<file path="config.mk">
export PLATFORM = sky130hd
export DESIGN_NAME = ps2_keyboard_tx
export DESIGN_NICKNAME = d
export VERILOG_FILES = /design/src/rtl/ps2_pkg.sv /design/src/rtl/ps2_tx_fifo.sv /design/src/rtl/ps2_keyboard_tx.sv
export SDC_FILE = /design/constraint.sdc
export NUM_CORES = 1
export LEC_CHECK = 0
export ABC_AREA = 1
export BUFFER_PORTS_ARGS = -buffer_cell sky130_fd_sc_hd__buf_4
export CAP_MARGIN = 20
export CORE_MARGIN = 3
export CORE_UTILIZATION = 60
export CTS_CLUSTER_DIAMETER = 200
export CTS_CLUSTER_SIZE = 12
export DETAILED_ROUTE_END_ITERATION = 6
export PLACE_DENSITY = 0.81
export SLEW_MARGIN = 5
export SYNTH_ARGS = -nofsm -noshare
export SYNTH_HDL_FRONTEND = slang
export SYNTH_SLANG_ARGS = --single-unit
</file>
<file path="constraint.sdc">
create_clock -name clk -period 3.4 [get_ports clk]
set_input_delay 0.51 -clock clk [delete_from_list [all_inputs] [get_ports clk]]
set_output_delay 0.51 -clock clk [all_outputs]
set_load 0.1 [all_outputs]
</file>
<file path="src/rtl/ps2_pkg.sv">
// Shared PS/2 definitions: transmitter state encoding, frame constants and parity helper.
// Used by ps2_keyboard_tx and by the PS/2 receiver.
package ps2_pkg;

  typedef enum logic [1:0] {
    IDLE = 2'd0,
    HIGH = 2'd1,
    LOW  = 2'd2,
    GAP  = 2'd3
  } ps2_tx_state_t;

  localparam int   PS2_FRAME_BITS = 11;
  localparam logic PS2_START      = 1'b0;
  localparam logic PS2_STOP       = 1'b1;

  function automatic logic ps2_odd_parity(input logic [7:0] b);
    return ~^b;
  endfunction

endpackage

</file>
<file path="src/rtl/ps2_tx_fifo.sv">
// Byte FIFO in front of the PS/2 serializer; rst flushes it synchronously.
// DEPTH must be a power of two, at least 2.
module ps2_tx_fifo #(
  parameter int DEPTH = 8
) (
  input  logic       clk,
  input  logic       rst,
  input  logic       push,
  input  logic       pop,
  input  logic [7:0] wr_data,
  output logic [7:0] rd_data,
  output logic       full,
  output logic       empty
);

  localparam int           AW      = (DEPTH > 1) ? $clog2(DEPTH) : 1;
  localparam logic [AW:0]  PTR_ONE = (AW + 1)'(1);

  logic [7:0]  mem_r [DEPTH];
  logic [AW:0] wr_ptr_r;
  logic [AW:0] rd_ptr_r;
  logic        push_ok_s;
  logic        pop_ok_s;

  // A full FIFO refuses a push even when a pop happens on the same edge.
  assign full      = (wr_ptr_r[AW] != rd_ptr_r[AW]) && (wr_ptr_r[AW-1:0] == rd_ptr_r[AW-1:0]);
  assign empty     = (wr_ptr_r == rd_ptr_r);
  assign push_ok_s = push && !full;
  assign pop_ok_s  = pop && !empty;
  assign rd_data   = mem_r[rd_ptr_r[AW-1:0]];

  // storage write
  always_ff @(posedge clk) begin
    if (push_ok_s) begin
      mem_r[wr_ptr_r[AW-1:0]] <= wr_data;
    end
  end

  // pointer update with synchronous flush
  always_ff @(posedge clk) begin
    if (rst) begin
      wr_ptr_r <= '0;
      rd_ptr_r <= '0;
    end else begin
      if (push_ok_s) begin
        wr_ptr_r <= wr_ptr_r + PTR_ONE;
      end
      if (pop_ok_s) begin
        rd_ptr_r <= rd_ptr_r + PTR_ONE;
      end
    end
  end

endmodule

</file>
<file path="src/rtl/ps2_keyboard_tx.sv">
// Device-side PS/2 transmitter: serializes accepted bytes into 11-bit frames on ps2_clk/ps2_data.
// Define PS2_TX_FIFO_EN to put a FIFO_DEPTH-entry byte FIFO in front of the serializer.
module ps2_keyboard_tx
  import ps2_pkg::*;
#(
  parameter int CLK_HALF   = 4,
  parameter int GAP_HALVES = 2,
  parameter int FIFO_DEPTH = 8
) (
  input  logic       clk,
  input  logic       rst,
  input  logic [7:0] data,
  input  logic       valid,
  output logic       ready,
  output logic       ps2_clk,
  output logic       ps2_data,
  output logic       busy
);

  localparam int            CW        = $clog2(CLK_HALF + 1);
  localparam int            GW        = $clog2(GAP_HALVES + 2);
  localparam logic [CW-1:0] HALF_LAST = CW'(CLK_HALF - 1);
  localparam logic [GW-1:0] GAP_LAST  = GW'(GAP_HALVES - 1);
  localparam logic [3:0]    LAST_BIT  = 4'(PS2_FRAME_BITS - 1);

  if (CLK_HALF < 1 || FIFO_DEPTH < 2 || (FIFO_DEPTH & (FIFO_DEPTH - 1)) != 0) begin : g_param_check
    $error("ps2_keyboard_tx: CLK_HALF must be >= 1 and FIFO_DEPTH a power of two >= 2");
  end

  ps2_tx_state_t             state_r;
  ps2_tx_state_t             state_s;
  logic [CW-1:0]             half_cnt_r;
  logic [GW-1:0]             gap_cnt_r;
  logic [3:0]                bit_cnt_r;
  logic [PS2_FRAME_BITS-1:0] shift_r;
  logic                      ps2_clk_r;
  logic                      ps2_data_r;
  logic                      clk_s;
  logic                      data_s;
  logic                      half_done_s;
  logic                      start_s;
  logic                      avail_s;
  logic [7:0]                byte_s;

  assign half_done_s = (half_cnt_r == HALF_LAST);
  assign start_s     = (state_r == IDLE) && avail_s;

`ifdef PS2_TX_FIFO_EN
  logic full_s;
  logic empty_s;

  ps2_tx_fifo #(.DEPTH(FIFO_DEPTH)) u_fifo (
    .clk     (clk),
    .rst     (rst),
    .push    (valid),
    .pop     (start_s),
    .wr_data (data),
    .rd_data (byte_s),
    .full    (full_s),
    .empty   (empty_s)
  );

  assign avail_s = !empty_s;
  assign ready   = !full_s;
  assign busy    = !empty_s || (state_r != IDLE);
`else
  // Without a buffer the byte goes straight into the shift register on acceptance.
  assign avail_s = valid && ready;
  assign byte_s  = data;
  assign ready   = (state_r == IDLE) && !rst;
  assign busy    = (state_r != IDLE);
`endif

  // state register
  always_ff @(posedge clk) begin
    if (rst) begin
      state_r <= IDLE;
    end else begin
      state_r <= state_s;
    end
  end

  // next-state logic
  always_comb begin
    state_s = state_r;
    case (state_r)
      IDLE: if (avail_s) state_s = HIGH; else state_s = IDLE;
      HIGH: if (half_done_s) state_s = LOW; else state_s = HIGH;
      LOW: begin
        if (!half_done_s)                state_s = LOW;
        else if (bit_cnt_r != LAST_BIT)  state_s = HIGH;
        else if (GAP_HALVES == 0)        state_s = IDLE;
        else                             state_s = GAP;
      end
      GAP: if (half_done_s && gap_cnt_r == GAP_LAST) state_s = IDLE; else state_s = GAP;
      default: state_s = IDLE;
    endcase
  end

  // half-period/gap/bit counters and frame shift register
  always_ff @(posedge clk) begin
    if (rst) begin
      half_cnt_r <= '0;
      gap_cnt_r  <= '0;
      bit_cnt_r  <= 4'd0;
      shift_r    <= '1;
    end else begin
      if (state_r == IDLE || state_s != state_r || half_done_s) begin
        half_cnt_r <= '0;
      end else begin
        half_cnt_r <= half_cnt_r + CW'(1);
      end
      if (state_r != GAP) begin
        gap_cnt_r <= '0;
      end else if (half_done_s) begin
        gap_cnt_r <= gap_cnt_r + GW'(1);
      end
      if (start_s) begin
        shift_r   <= {PS2_STOP, ps2_odd_parity(byte_s), byte_s, PS2_START};
        bit_cnt_r <= 4'd0;
      end else if (state_r == LOW && state_s == HIGH) begin
        shift_r   <= {1'b1, shift_r[PS2_FRAME_BITS-1:1]};
        bit_cnt_r <= bit_cnt_r + 4'd1;
      end
    end
  end

  // pin values for the current state
  always_comb begin
    clk_s  = 1'b1;
    data_s = 1'b1;
    case (state_r)
      IDLE:    begin clk_s = 1'b1; data_s = 1'b1;       end
      HIGH:    begin clk_s = 1'b1; data_s = shift_r[0]; end
      LOW:     begin clk_s = 1'b0; data_s = shift_r[0]; end
      GAP:     begin clk_s = 1'b1; data_s = 1'b1;       end
      default: begin clk_s = 1'b1; data_s = 1'b1;       end
    endcase
  end

  // registered PS/2 pins; both idle high
  always_ff @(posedge clk) begin
    if (rst) begin
      ps2_clk_r  <= 1'b1;
      ps2_data_r <= 1'b1;
    end else begin
      ps2_clk_r  <= clk_s;
      ps2_data_r <= data_s;
    end
  end

  assign ps2_clk  = ps2_clk_r;
  assign ps2_data = ps2_data_r;

endmodule

</file>
==> impl_metrics.json, run 1 <==
{
  "cts_root_buffer": "clkbuf_4",
  "final.setup_skew_ns": 0.00523,
  "status": "complete, no violations",
  "ctsResizeCount": 0,
  "worst-path-buf-inv": 2,
  "drc": 0,
  "max_freq_mhz": 428,
  "netSwitchingPower_w": 0.000166,
  "finalPower_w": 0.000534,
  "die_w_um": 55.0,
  "finalWorstSetupSlack_ns": 1.06,
  "ant_nets": 0,
  "synth-seq-cells": 23,
  "met3_length_um": 76,
  "route.met2.wl_mm": 1.36,
  "reg2reg_slack_ns": 1.06,
  "path_class": "reg2reg",
  "top_layer_used": "met3",
  "p_int_w": 0.000368,
  "holdBufCountCts": 0,
  "drive_above_1_share": 0.180,
  "firstDrtPassIters": 4,
  "nets": 234,
  "io_buffers": 14,
  "slew_headroom": 0.615,
  "post-route-period-util": 0.687,
  "critPathMaxFanout": 29,
  "preCtsSetupSlack_ns": 1.09,
  "r2r-end": "shift_r[2]",
  "synth-seq-area-share": 0.320,
  "grt_start_max_net_pins": 30,
  "start_util": 0.639,
  "antenna_found_initial": 0,
  "synth.avg_cell_area_um2": 7.27,
  "insertedDiodeCount": 0,
  "maxCapViolations": 0,
  "hp-start": "rst",
  "worst_pin_slew_ns": 0.575,
  "hp-class": "in2reg",
  "final_common_cell": "nand2_1",
  "grt_use_total": 0.188,
  "setup_viol": 0,
  "tns_ns": 0,
  "rsz0062_at_grt": "false",
  "crit_top_cell": "nand2_2",
  "htree_levels": 1,
  "grt_pass1_vias": 1039,
  "post_cts_buffers": 0,
  "cp-end-kind": "flop",
  "period_minus_slack_ns": 2.34,
  "cts_made_buffers": 3,
  "wl_met1_mm": 1.13,
  "routed_wl_mm": 2.57,
  "crit_path_start_kind": "flop",
  "ios": 15,
  "rows": 17,
  "die-area_um2": 3020,
  "crit_start": "state_r[0]",
  "cts_sinks": 23,
  "die_h_um": 55.0,
  "drtIter0Drc": 21,
  "place.gp.congestion": 0.905,
  "ir_drop_mv": 0.182,
  "grt_pass1_wl_mm": 4.26,
  "layout_common_cells": "61 x nand2_1, 23 x dfxtp_1, 21 x inv_1, 21 x nand3_1, 14 x buf_4",
  "p_per_area_nw_per_um2": 339,
  "fp.coreArea_um2": 2250,
  "syn_inst": 198,
  "rr_worst_depth": 12,
  "pwr-share-clk": 0.239,
  "cts_tree": "done",
  "path_clk_slew_ns": 0.13,
  "clkLatencyLatePin_ns": 0.31,
  "syn-num-nets": 220,
  "drv_slew": 0,
  "via_per_inst": 5.12,
  "fill_cells": 207,
  "hold_violations": 0,
  "syn_area_um2": 1440,
  "switching_share": 0.311,
  "p_leak_nw": 0.835,
  "max_stage_delay_ns": 0.43,
  "seqPwrFrac": 0.541,
  "worstReg2RegStart": "state_r[0]",
  "vias": 1224,
  "cp_slowest_cell": "nand2_2",
  "clk_path_buf_depth": 2,
  "pwr-share-comb": 0.221,
  "overflow": 0,
  "cp.arrival_ns": 2.52,
  "yosysUniqueCellTypes": 25,
  "ys_warn_count": 0,
  "critPathTopFamily": "simple AND/OR/NAND/NOR gates",
  "avgRoutedWirePerCell_um": 10.8,
  "crit_end": "shift_r[2]",
  "worstSetupPathDepth": 12,
  "path_cells": "inv_1 > ha_1 > inv_1 > nor2_4 > nand2_2 > nand2_2 > nand2_4 > nor2_8 > nand2_4 > nand2_2 > nand2_1 > nand3_1",
  "syn2layout_area_growth_pct": 9.21,
  "cp.required_ns": 3.59,
  "hpwl_mm": 2.03
}
[power groups by stage]
stage	sequential (W)	clock, W	combinational (W)
2_1_floorplan	0.000294	0	0.0000897
3_3_place_gp	0.000294	0	0.000115
3_5_place_dp	0.000295	0	0.000118
4_1_cts	0.000289	0.000134	0.000119
5_1_grt	0.000290	0.000144	0.000132
6_report	0.000288	0.000127	0.000118
[sequential cells by signal (all words and copies together) (netlist names)]
signal,count
state_r,2
shift_r,10
bit_cnt_r,4
ps2_data,1
gap_cnt_r,2
half_cnt_r,3
ps2_clk,1
[synthesized netlist by cell type]
library cell | count | area share
nand3_2 | 10 | 0.070
buf_4 | 2 | 0.010
inv_2 | 1 | 0.0026
nor2_8 | 1 | 0.014
nand3_1 | 21 | 0.073
ha_1 | 11 | 0.096
nand3b_1 | 1 | 0.0052
o21ai_0 | 7 | 0.024
nand2_4 | 3 | 0.023
buf_2 | 1 | 0.0035
inv_1 | 21 | 0.055
dfxtp_1 | 23 | 0.32
nor2_1 | 9 | 0.023
xor2_1 | 3 | 0.018
nor2_4 | 1 | 0.0078
nand4_1 | 1 | 0.0043
a211oi_1 | 1 | 0.0052
a21oi_1 | 5 | 0.017
nand2_2 | 4 | 0.017
clkinv_1 | 1 | 0.0026
nand2_1 | 61 | 0.16
buf_6 | 1 | 0.0078
nor3_1 | 4 | 0.014
xnor2_1 | 4 | 0.024
clkbuf_1 | 1 | 0.0026
[area by class of cell]
cell class                      instances  area, um2  share of cell area
Multi-Input combinational cell        147        858               0.546
Clock inverter                          1       5.00             0.00318
Sequential cell                        23        460               0.293
Tap cell                               28       35.0              0.0223
Clock buffer                            3       22.5              0.0143
Timing Repair Buffer                   14        105              0.0668
Inverter                               23       86.3              0.0549
[metal layers]
layer | vias up | global-route usage
met5 | - | 0
met4 | 0 | 0.0445
met3 | 0 | 0.0268
met2 | 22 | 0.346
met1 | 551 | 0.228
li1 | 651 | -
[cell families (layout without fill, tap and decap cells)]
logic type      count (synthesis)  after routing  synth area share
compound gates                 13             13            0.0469
simple gates                  116            116             0.411
fa+ha+maj                      11             11            0.0956
flops                          23             23             0.320
xor+xnor                        7              7            0.0426
buf+inv                        28             41            0.0843
[worst min-delay path by stage]
stage,to,cells past startpoint
floorplan,half_cnt_r[0],1
global placement,half_cnt_r[0],1
detailed placement,half_cnt_r[0],1
CTS,state_r[1],2
global route,state_r[1],2
finish,state_r[1],2
[per-stage QoR]
stage / instance area, um2 / hold WS [ns] / instances / utilization
3_5_place_dp: 1550 / 0.428 / 235 / 0.685
4_1_cts: 1570 / 0.401 / 239 / 0.698
2_1_floorplan: 1440 / 0.407 / 198 / -
5_1_grt: 1570 / 0.418 / 239 / 0.698
6_report: 1570 / 0.414 / 239 / 0.698
3_3_place_gp: 1550 / 0.420 / 235 / 0.685
(Power assumes the default switching activity.)
==> run 2: changes to the inputs <==
ABC_AREA = 0   (was 1)
CORE_UTILIZATION = 56   (was 60)
PLACE_DENSITY = 0.77   (was 0.81)
clock period = 2.25 ns   (was 3.4 ns; I/O delays follow)
==> run 2 against run 1 <==
Die area down 6.3%. Area after synthesis down 13%. Worst hold slack lost 0.15 ns. Maximum frequency grew 9.5%. Clock skew fell by 0.0020 ns. Setup slack got worse by 0.95 ns. Sequential share of layout area increased by 2.7 points. Clock power grew 55%. Sequential power up 50%. Flip-flop and latch count did not move. Global-route usage up 0.44 points. Core utilization increased by 0.95 points. Critical endpoint is now shift_r[0]. Largest power group unchanged. Highest routed layer is now met4.
==> impl_metrics.json, run 2 <==
{
  "avgRoutedWirePerCell_um": 13.0,
  "switching_share": 0.280,
  "async_flop_share": 0,
  "path_class": "reg2reg",
  "hold_end": "state_r[0]",
  "crit_path_start_kind": "flop",
  "grt_start_max_net_pins": 20,
  "htree_levels": 1,
  "syn-num-nets": 163,
  "cts_sinks": 23,
  "path_clk_slew_ns": 0.13,
  "fp.coreArea_um2": 2040,
  "clk_path_buf_depth": 2,
  "max_stage_delay_ns": 0.51,
  "rr_worst_depth": 7,
  "syn_inst": 141,
  "hpwl_mm": 1.76,
  "die-area_um2": 2830,
  "pwr-share-comb": 0.171,
  "holdBufCountCts": 0,
  "synth-seq-cells": 23,
  "p_int_w": 0.000547,
  "layout_common_cells": "22 x dfxtp_1, 21 x a21oi_1, 19 x buf_4, 15 x nor2_1, 11 x o21ai_0",
  "synth-seq-area-share": 0.369,
  "cp.arrival_ns": 2.36,
  "path_cells": "ha_1 > ha_2 > o21bai_1 > and4b_2 > mux2i_4 > or4_1 > and3_1",
  "ios": 15,
  "hp-class": "in2reg",
  "routed_wl_mm": 2.40,
  "firstDrtPassIters": 4,
  "ant_nets": 0,
  "final.setup_skew_ns": 0.00325,
  "cts_made_buffers": 3,
  "drc": 0,
  "largest_register_ffs": 10,
  "whs_path_depth": 2,
  "synth.most_common_cell": "dfxtp_1",
  "p_per_area_nw_per_um2": 526,
  "reg2reg_slack_ns": 0.12,
  "slew_headroom": 0.657,
  "ir_drop_mv": 0.378,
  "status": "complete, no violations",
  "critPathMaxFanout": 19,
  "synth.avg_cell_area_um2": 8.86,
  "seqPwrFrac": 0.570,
  "yosys_most_used_dff": "dfxtp_1",
  "cp.required_ns": 2.47,
  "max_freq_mhz": 469,
  "die_w_um": 53.2,
  "synthTopCellsByCount": "23 x dfxtp_1, 21 x a21oi_1, 16 x nor2_1",
  "insertedDiodeCount": 0,
  "hp-start": "rst",
  "synth_top_area_cell": "dfxtp_1",
  "r2r-end": "shift_r[0]",
  "tns_ns": 0,
  "yosysUniqueCellTypes": 35,
  "grt_use_total": 0.193,
  "period_minus_slack_ns": 2.13,
  "die_h_um": 53.2,
  "place.gp.congestion": 0.789,
  "final_common_cell": "dfxtp_1",
  "drv_slew": 0,
  "largest-register": "shift_r",
  "hold_violations": 0,
  "netSwitchingPower_w": 0.000213,
  "nets": 181,
  "synth_edf_count": 0,
  "rsz0062_at_grt": "false",
  "grt_pass1_wl_mm": 4.02,
  "p_leak_nw": 0.536,
  "top_regs": "shift_r: 10 flops, bit_cnt_r: 4 flops, half_cnt_r: 3 flops",
  "grt_pass1_vias": 931,
  "start_util": 0.612,
  "io_buffers": 14,
  "post-route-period-util": 0.948,
  "clkLatencyLatePin_ns": 0.31,
  "antenna_found_initial": 0,
  "ys_warn_count": 0,
  "synthTopCellsByArea": "dfxtp_1 37%, ha_1 11%, a21oi_1 8.4%, xnor2_1 5.6%, nor2_1 4.8%",
  "pwr-share-clk": 0.259,
  "setup_viol": 0,
  "rows": 16,
  "worstReg2RegStart": "half_cnt_r[0]",
  "maxCapViolations": 0,
  "finish.utilization": 0.707,
  "cts_root_buffer": "clkbuf_4",
  "syn_area_um2": 1250,
  "drive_above_1_share": 0.222,
  "cts_tree": "done",
  "drtIter0Drc": 26,
  "via_per_inst": 5.61,
  "yosys.area.top_type_share": 0.369,
  "vias": 1038,
  "syn2layout_area_growth_pct": 15.6,
  "cp-end-kind": "flop",
  "overflow": 0,
  "worst_pin_slew_ns": 0.515,
  "cp_slowest_cell": "or4_1"
}
## run 2: final cells by class
class / count / area (um2)
Multi-Input combinational cell: 106 / 753
Fill cell: 158 / 598
Sequential cell: 23 / 462
Timing Repair Buffer: 19 / 143
Tap cell: 27 / 33.8
Clock buffer: 3 / 22.5
Inverter: 6 / 22.5
Clock inverter: 1 / 7.51
## run 2: cell families (layout without fill, tap and decap cells)
logic type / count (synthesis) / in the layout / share of synthesized area
and+or+nand+nor: 43 / 43 / 0.190
AOI/OAI and AO/OA: 40 / 40 / 0.190
DFF: 23 / 23 / 0.369
buffers and inverters: 12 / 29 / 0.0431
adders and majority gates: 11 / 11 / 0.110
xor gates and xnor gates: 10 / 10 / 0.0701
muxes: 2 / 2 / 0.0271
## run 2: timing repair
item / in CTS / in global routing
endpoints found under the setup margin: 0 / 9
gates resized for setup: 0 / 4
buffers inserted: 0 / 4
## run 2: power groups by stage
stage | clock network (W) | registers, W | logic, W
2_1_floorplan | 0 | 0.000443 | 0.0000951
3_3_place_gp | 0 | 0.000441 | 0.000126
3_5_place_dp | 0 | 0.000442 | 0.000129
4_1_cts | 0.000201 | 0.000433 | 0.000129
5_1_grt | 0.000214 | 0.000435 | 0.000144
6_report | 0.000197 | 0.000433 | 0.000130
## run 2: worst max path at each step
stage / from / end / slack (ns) / cells past startpoint
floorplan: state_r[1] / ready / 0.26 / 4
global placement: state_r[0] / shift_r[0] / 0.12 / 7
detailed placement: state_r[0] / shift_r[0] / 0.08 / 7
CTS: state_r[0] / shift_r[0] / 0.06 / 7
global route: half_cnt_r[0] / shift_r[0] / 0.0004 / 7
finish: half_cnt_r[0] / shift_r[0] / 0.12 / 7
## run 2: metrics by stage
stage | instances | area, um2 | worst slack [ns] | hold WS, ns | power, W
final | 185 | 1440 | 0.117 | 0.260 | 0.000759
after global routing | 185 | 1440 | 0.000358 | 0.267 | 0.000793
after CTS | 181 | 1400 | 0.0555 | 0.265 | 0.000763
after detailed placement | 177 | 1370 | 0.0835 | 0.430 | 0.000570
after global placement | 177 | 1370 | 0.115 | 0.414 | 0.000567
after floorplan | 141 | 1260 | 0.265 | 0.407 | 0.000538
## run 2: critical path, delay by kind of cell (launching register included)
kind                     cells  cell delay [ns]
AND/OR/NAND/NOR              3             0.99
adder cells (fa/ha/maj)      2             0.41
flip-flops                   1             0.36
multiplexers                 1             0.17
AO/OA/AOI/OAI                1             0.12
## run 2: routing by layer
layer	vias up	part of all wire	wire [um]	track usage
met1	488	0.47	1120	0.244
li1	525	-	-	-
met2	23	0.48	1150	0.324
met3	2	0.045	108	0.0254
met5	-	0	0	0
met4	0	0.0075	18	0.0766
==> run 3: changes to the inputs <==
--- a/config.mk
+++ b/config.mk
@@ -10,9 +10,10 @@
 export CAP_MARGIN = 20
 export CORE_MARGIN = 3
-export CORE_UTILIZATION = 56
+export CORE_UTILIZATION = 59
+export CTS_BUF_LIST = sky130_fd_sc_hd__clkbuf_2 sky130_fd_sc_hd__clkbuf_4 sky130_fd_sc_hd__clkbuf_8
 export CTS_CLUSTER_DIAMETER = 200
 export CTS_CLUSTER_SIZE = 12
 export DETAILED_ROUTE_END_ITERATION = 6
-export PLACE_DENSITY = 0.77
+export PLACE_DENSITY = 0.81
 export SLEW_MARGIN = 5
 export SYNTH_ARGS = -nofsm -noshare
==> constraint.sdc (replaced) <==
create_clock -name clk -period 2.25 [get_ports clk]
set_input_delay 0.225 -clock clk [delete_from_list [all_inputs] [get_ports clk]]
set_output_delay 0.225 -clock clk [all_outputs]
set_load 0.1 [all_outputs]
==> run 3 against run 2 <==
Sequential power is essentially flat. First-iteration DRC count fell by 35%. Clock skew up 0.0042 ns. Worst hold slack worse by 0.11 ns. Global-route usage is 1.6 points higher. Critical path depth did not move. Largest cell class unchanged.
==> impl_metrics.json, run 3 (synthesis gave the netlist of run 2 again) <==
{
  "status": "complete, no violations",
  "reg2reg_slack_ns": 0.19,
  "period_minus_slack_ns": 2.06,
  "stdcell_area_um2": 1440,
  "grt_pass1_vias": 983,
  "drtIter0Drc": 17,
  "top_regs": "shift_r: 10 flops, bit_cnt_r: 4 flops, half_cnt_r: 3 flops",
  "rows": 16,
  "p_per_area_nw_per_um2": 527,
  "syn2layout_area_growth_pct": 15.0,
  "overflow": 0,
  "p_int_w": 0.000548,
  "rsz0062_at_grt": "false",
  "grt_use_total": 0.208,
  "routed_wl_mm": 2.35,
  "post-route-period-util": 0.915,
  "drv_slew": 0,
  "drc": 0,
  "critPathMaxFanout": 16,
  "pwr-share-clk": 0.254,
  "maxCapViolations": 0,
  "layout_common_cells": "23 x dfxtp_1, 21 x a21oi_1, 20 x buf_4, 15 x nor2_1, 11 x o21ai_0",
  "tns_ns": 0,
  "die-area_um2": 2700,
  "ant_nets": 0,
  "seqPwrFrac": 0.571,
  "hp-class": "in2reg",
  "crit_path_start_kind": "flop",
  "clk_path_buf_depth": 2,
  "setup_viol": 0,
  "ios": 15,
  "p_leak_nw": 0.543,
  "hold_violations": 0,
  "netSwitchingPower_w": 0.000209,
  "slew_headroom": 0.663,
  "vias": 1040,
  "cts_made_buffers": 3,
  "switching_share": 0.277,
  "place_area_um2": 1370,
  "fp.coreArea_um2": 1980,
  "finish.utilization": 0.725,
  "final.setup_skew_ns": 0.00749,
  "cts_root_buffer": "clkbuf_4",
  "place.gp.congestion": 0.752,
  "final_common_cell": "dfxtp_1",
  "htree_levels": 1,
  "pwr-share-comb": 0.175,
  "holdBufCountCts": 0,
  "start_util": 0.630,
  "die_h_um": 52.0,
  "path_clk_slew_ns": 0.13,
  "worst_pin_slew_ns": 0.506,
  "max_freq_mhz": 486,
  "largest_register_ffs": 10,
  "clkLatencyLatePin_ns": 0.32,
  "drive_above_1_share": 0.220,
  "cp.arrival_ns": 2.29,
  "die_w_um": 52.0,
  "hpwl_mm": 1.68,
  "cp.required_ns": 2.48,
  "grt_start_max_net_pins": 20,
  "io_buffers": 14,
  "path_class": "reg2reg",
  "insertedDiodeCount": 0,
  "firstDrtPassIters": 4,
  "avgRoutedWirePerCell_um": 12.6,
  "largest-register": "shift_r",
  "via_per_inst": 5.59,
  "grt_pass1_wl_mm": 4.18,
  "antenna_found_initial": 0,
  "nets": 182,
  "cts_sinks": 23,
  "ir_drop_mv": 0.442,
  "cts_tree": "done",
  "cp-end-kind": "flop"
}
run 3: cell type report:
class | count | area [um2]
well taps | 27 | 33.8
clock buffers | 3 | 22.5
fillers | 150 | 546
clock inverters | 1 | 5.00
inverters | 6 | 22.5
flip-flops and latches | 23 | 460
repair buffers | 20 | 150
multi-input cells | 106 | 742
run 3: worst max-delay path, cell delays in order (launching register included):
cell and delay [ns]:
dfxtp_1 0.41, inv_1 0.11, ha_2 0.25, o21bai_1 0.12, and4b_2 0.30, mux2i_4 0.15
or4_1 0.49, and3_1 0.15
run 3: timing repair:
action / CTS / global route
gates resized for setup: 0 / 2
setup buffers: 0 / 5
endpoints found under the setup margin: 0 / 11
hold endpoints to repair: 0 / 0
run 3: stage by stage:
stage	setup slack (ns)	power [W]	cells	hold WS (ns)
after floorplan	0.0844	0.000537	141	0.374
after global placement	0.118	0.000566	177	0.415
after detailed placement	0.117	0.000569	177	0.435
after CTS	0.102	0.000761	181	0.143
after global routing	0.0313	0.000793	186	0.129
final	0.191	0.000758	186	0.151
run 3: worst paths after layout:
kind                                    start       endpoint  depth (start not counted)
worst max-delay path               state_r[0]     shift_r[0]                          7
worst min-delay path                  data[5]     shift_r[6]                          3
worst max register to register     state_r[0]     shift_r[0]                          7
worst min register to register  half_cnt_r[0]  half_cnt_r[0]                          1
run 3: metal layers:
layer,wire length [um],track usage,vias up
met2,1130,0.335,23
li1,-,-,527
met3,95,0.0430,5
met4,48,0.0917,0
met5,0,0,-
met1,1070,0.267,485
run 3: power groups by stage:
stage	sequential [W]	clock [W]	combinational, W
floorplan	0.000443	0	0.0000939
global placement	0.000441	0	0.000124
detailed placement	0.000441	0	0.000128
CTS	0.000432	0.000200	0.000128
global route	0.000435	0.000211	0.000147
finish	0.000432	0.000193	0.000133
